==> config.mk <==
export PLATFORM = sky130hd
export DESIGN_NAME = arbitro_acciones_mascota
export DESIGN_NICKNAME = d
export VERILOG_FILES = /design/src/rtl/arbitro_acciones_mascota.sv
export SDC_FILE = /design/constraint.sdc
export NUM_CORES = 1
export LEC_CHECK = 0
export CELL_PAD_IN_SITES_DETAIL_PLACEMENT = 1
export CELL_PAD_IN_SITES_GLOBAL_PLACEMENT = 2
export CORE_MARGIN = 8
export CORE_UTILIZATION = 33
export CTS_BUF_LIST = sky130_fd_sc_hd__clkbuf_8
export CTS_CLUSTER_SIZE = 25
export DETAILED_ROUTE_END_ITERATION = 16
export GPL_TIMING_DRIVEN = 0
export PLACE_DENSITY_LB_ADDON = 0.3
export SETUP_SLACK_MARGIN = 0.4
export SYNTH_ARGS = -nofsm -noshare
export SYNTH_HDL_FRONTEND = slang
export SYNTH_SLANG_ARGS = --single-unit
==> constraint.sdc <==
create_clock -name clk -period 1.5 [get_ports clk]
set_input_delay 0.225 -clock clk [delete_from_list [all_inputs] [get_ports clk]]
set_output_delay 0.225 -clock clk [all_outputs]
set_load 0.01 [all_outputs]
==> src/rtl/arbitro_acciones_mascota.sv <==
// Button request arbiter for the pet: synchronizes four buttons, latches one request each,
// and issues them one at a time in round-robin order with ack wait and cooldown.
module arbitro_acciones_mascota #(
  parameter int COOLDOWN = 50,
  parameter int TIMEOUT  = 1000
) (
  input  logic       clk,
  input  logic       reset,
  input  logic       Boton_Comida,
  input  logic       Boton_Medicina,
  input  logic       Boton_Jugar,
  input  logic       Boton_Dormir,
  input  logic       accion_ack,
  output logic       accion_valida,
  output logic [1:0] accion_id,
  output logic       ocupado,
  output logic [3:0] pendientes,
  output logic       error_timeout
);

  localparam logic [15:0] COOLDOWN_LAST = 16'(COOLDOWN - 1);
  localparam logic [15:0] TIMEOUT_LAST  = 16'(TIMEOUT - 1);

  typedef enum logic [1:0] {
    ST_IDLE,
    ST_GRANT,
    ST_WAIT_ACK,
    ST_COOLDOWN
  } state_t;

  state_t      state;
  state_t      state_next;
  logic [3:0]  botones;
  logic [3:0]  sync_s1;
  logic [3:0]  sync_s2;
  logic [3:0]  sync_prev;
  logic [3:0]  rise;
  logic [1:0]  rr;
  logic [1:0]  cand;
  logic [1:0]  winner;
  logic        winner_found;
  logic [15:0] counter;
  logic [3:0]  grant_clear;
  logic        timeout_hit;
  logic        cooldown_done;

  assign botones = {Boton_Dormir, Boton_Jugar, Boton_Medicina, Boton_Comida};
  assign rise    = sync_s2 & ~sync_prev;

  // prev resets to 0, so a button held through reset still yields one rise afterwards
  always_ff @(posedge clk) begin
    if (reset) begin
      sync_s1   <= '0;
      sync_s2   <= '0;
      sync_prev <= '0;
    end else begin
      sync_s1   <= botones;
      sync_s2   <= sync_s1;
      sync_prev <= sync_s2;
    end
  end

  always_comb begin
    winner       = '0;
    winner_found = 1'b0;
    cand         = rr;
    for (int k = 0; k < 4; k++) begin
      cand = rr + 2'(k);
      if (!winner_found && pendientes[cand]) begin
        winner       = cand;
        winner_found = 1'b1;
      end
    end
  end

  always_ff @(posedge clk) begin
    if (reset) begin
      state <= ST_IDLE;
    end else begin
      state <= state_next;
    end
  end

  assign timeout_hit   = (counter == TIMEOUT_LAST);
  assign cooldown_done = (counter == COOLDOWN_LAST);

  always_comb begin
    state_next = state;
    case (state)
      ST_IDLE: begin
        if (winner_found) begin
          state_next = ST_GRANT;
        end
      end
      ST_GRANT: begin
        state_next = ST_WAIT_ACK;
      end
      ST_WAIT_ACK: begin
        if (accion_ack || timeout_hit) begin
          state_next = ST_COOLDOWN;
        end
      end
      ST_COOLDOWN: begin
        if (cooldown_done) begin
          state_next = ST_IDLE;
        end
      end
      default: begin
        state_next = ST_IDLE;
      end
    endcase
  end

  // An ack landing on the final wait cycle takes priority, so no error pulse then
  always_comb begin
    accion_valida = (state == ST_GRANT);
    ocupado       = (state != ST_IDLE);
    error_timeout = (state == ST_WAIT_ACK) && timeout_hit && !accion_ack;
  end

  always_ff @(posedge clk) begin
    if (reset) begin
      counter <= '0;
    end else if (state_next != state) begin
      counter <= '0;
    end else if ((state == ST_WAIT_ACK) || (state == ST_COOLDOWN)) begin
      counter <= counter + 16'd1;
    end
  end

  assign grant_clear = (state == ST_GRANT) ? (4'b0001 << accion_id) : 4'b0000;

  // A new rise during its own grant cycle re-arms the bit instead of being lost
  always_ff @(posedge clk) begin
    if (reset) begin
      pendientes <= '0;
    end else begin
      pendientes <= (pendientes & ~grant_clear) | rise;
    end
  end

  always_ff @(posedge clk) begin
    if (reset) begin
      accion_id <= '0;
      rr        <= '0;
    end else if ((state == ST_IDLE) && winner_found) begin
      accion_id <= winner;
      rr        <= winner + 2'd1;
    end
  end

endmodule

==> results.toml, run 1 <==
[floorplan]
die-area_um2 = 7300
placementRows = 25
core_um2 = 4690
ios = 16
initial_core_util_pct = 33.9
die_height_um = 85.4
fp.dieW_um = 85.4

[yosys]
async_reset_ff_share_pct = 0
yosys.cell_types.count = 36
syn_area_um2 = 1590
synth_warnings = 0
ys_seq_elements = 38
syn_inst = 171
syn_nets = 180
synth_edf_count = 0
seq_area_frac_synth_pct = 47.8
synth.avg_cell_area_um2 = 9.31
ys.flop_type = "dfxtp_1"

[routing]
route.detailed.drc = 0
drtAntennaViolNets = 0
first_pass_iters = 4
wire_per_inst_um = 17.8
wl_um = 4910
drt_iter0_drc = 60
viasPerCell = 5.13
vias = 1415

[placement]
io_buffers = 15
gp_congestion = 0.744
hpwl_um = 2720
placed_area_um2 = 1850

[power]
power_density_nw_per_um2 = 976
p_leak_nw = 0.929
ir_drop_mv = 0.457

[setup_path]
cp_num_buf_inv = 1
max_stage_delay_ns = 0.36
crit_chain = "nor4_4 -> nand4_1 -> nor4b_2 -> buf_2"
cp_slowest_cell = "dfxtp_4"
worstSetupEndpointType = "primary output"
critPathArrivalTime_ns = 1.53
crit_fanout = 2
crit_type = "flop to primary output"
start_kind = "flop"
critical_path_required_ns = 1.27
path_delay_family = "simple AND/OR/NAND/NOR gates"

[grt]
antenna_found_initial = 0
grt.total_usage_pct = 12.7
grt_pass1_wl_um = 7350
grt_pass1_vias = 1526
grt-ovfl-total = 0
grt_start_max_net_pins = 14

[sta]
period_needed_ns = 1.76
period_share_pct = 117
rsz0062_at_grt = "yes"
hold_viol_final = 0
skew_ns = 0.00361
layout_setup_ws_ns = -0.257
setup_tns_ns = -3.98
fmax_ghz = 0.569
setup_viol_count_final = 19
slew_headroom_pct = 75.7
worstMarginPinSlew_ns = 0.364
maxSlewViolCount = 0

[outcome]
violations = "negative setup slack"
status = "finished, violations left"

[cts]
cts_root_buf = "clkbuf_8"
htree_levels = 2
numCtsBuffers = 5
clk_latency_ns = 0.29
clkTransAtPathRegs_ns = 0.08
clockBufferDepth = 2
cts_tree = "built"
clock_sinks = 38

[final_layout]
design_area_um2 = 2500
diodes = 0
syn_to_final_growth_pct = 57.2
nets = 230
final_common_cell = "buf_6"
final_cell_mix = "21 x buf_6, 20 x dfxtp_1, 13 x nor2_2, 13 x nor2b_1"
layout-drive-gt1-share_pct = 51.8

[worst_hold_path]
hp-class = "flop to flop"

[run]
drv_cap = 0
[logic make-up (layout without fill, tap and decap cells)]
| kind of cell | Yosys count | after routing | synth area share [%] |
|---|---|---|---|
| fa+ha+maj | 2 | 2 | 1.57 |
| flops | 38 | 38 | 47.8 |
| simple gates | 81 | 81 | 27.8 |
| buf+inv | 11 | 62 | 3.14 |
| xor+xnor | 16 | 16 | 8.80 |
| compound gates | 21 | 21 | 9.59 |
| mux | 2 | 2 | 1.26 |
[metrics by stage]
stage | setup slack (ns) | hold slack (ns) | instances | utilization [%] | power (mW)
after floorplan | -0.0301 | 0.297 | 171 | - | 1.33
after global placement | -0.609 | 0.418 | 240 | 39.4 | 1.43
after detailed placement | -0.602 | 0.427 | 240 | 39.4 | 1.45
after CTS | -0.313 | 0.446 | 270 | 48.9 | 2.35
after global routing | -0.321 | 0.465 | 276 | 53.3 | 2.55
final | -0.257 | 0.438 | 276 | 53.3 | 2.44
[cell usage after synthesis, types with 5 or more instances]
library cell  number  area share [%]
dfxtp_1           38              48
inv_1              7             1.7
xnor2_1            5             2.8
nand2_1           10             2.4
nand2b_1           5             2.0
nor2b_1           13             5.1
a21oi_1            8             2.5
xor2_1            11             6.1
nor2_1            28             6.6
nand4_1            6             2.4
[final timing paths]
kind	cells after the start	to	slack [ns]	start
hold / removal	1	sync_s2[1]$_SDFF_PP0_	0.44	sync_s1[1]$_SDFF_PP0_
hold reg to reg	1	sync_s2[1]$_SDFF_PP0_	0.44	sync_s1[1]$_SDFF_PP0_
setup / recovery	4	error_timeout	-0.26	counter[13]$_SDFFE_PP0P_
setup reg to reg	7	counter[1]$_SDFFE_PP0P_	-0.25	counter[0]$_SDFFE_PP0P_
[report_power, final]
part / internal (mW) / total [mW] / switching (mW) / leakage [nW]
registers: 1.05 / 1.11 / 0.0568 / 0.322
logic: 0.335 / 0.623 / 0.288 / 0.563
clock network: 0.327 / 0.714 / 0.388 / 0.0441
[per-layer routing]
| layer | share of wire (%) | GRT usage (%) | up-vias |
|---|---|---|---|
| met4 | 1.4 | 4.78 | 0 |
| met2 | 54 | 21.7 | 14 |
| met1 | 41 | 14.7 | 712 |
| met5 | 0 | 0 | - |
| li1 | - | - | 682 |
| met3 | 2.6 | 3.67 | 7 |
[worst reg2reg max path, cell delays in order (launching register included)]
cell      delay, ns
dfxtp_4        0.36
ha_4           0.17
and4b_1        0.18
nand4_1        0.12
nand2b_1       0.11
o41a_4         0.42
buf_6          0.14
a211oi_2       0.17
[layout make-up]
cell class                      instances  area, um2
Fill cell                             504       2190
Sequential cell                        38        813
Multi-Input combinational cell        122       1020
Clock buffer                            5       68.8
Inverter                                7       36.3
Buffer                                  4       42.5
Tap cell                               54       67.6
Clock inverter                          3       21.3
Timing Repair Buffer                   43        434
[flip-flops by register name (all words and copies together) (netlist names)]
| register | cells |
|---|---|
| sync_s1 | 4 |
| accion_id | 2 |
| rr | 2 |
| sync_s2 | 4 |
| counter | 16 |
| state | 2 |
| pendientes | 4 |
| sync_prev | 4 |
[what timing repair did]
action,CTS,global route
endpoints found under the setup margin,45,34
gates resized for setup,95,51
setup buffers,20,6
gates cloned,2,0
pin swaps,10,16
hold buffers,0,0
(Power assumes the default switching activity.)
==> inputs of run 2 (changes only) <==
--- a/config.mk
+++ b/config.mk
@@ -10,7 +10,7 @@
 export CORE_MARGIN = 8
 export CORE_UTILIZATION = 33
 export CTS_BUF_LIST = sky130_fd_sc_hd__clkbuf_8
-export CTS_CLUSTER_SIZE = 25
+export CTS_CLUSTER_SIZE = 8
 export DETAILED_ROUTE_END_ITERATION = 16
 export GPL_TIMING_DRIVEN = 0
 export PLACE_DENSITY_LB_ADDON = 0.3
==> results of run 2 <==
Same layout as run 1: the final DEF is identical, and so are final timing and power.
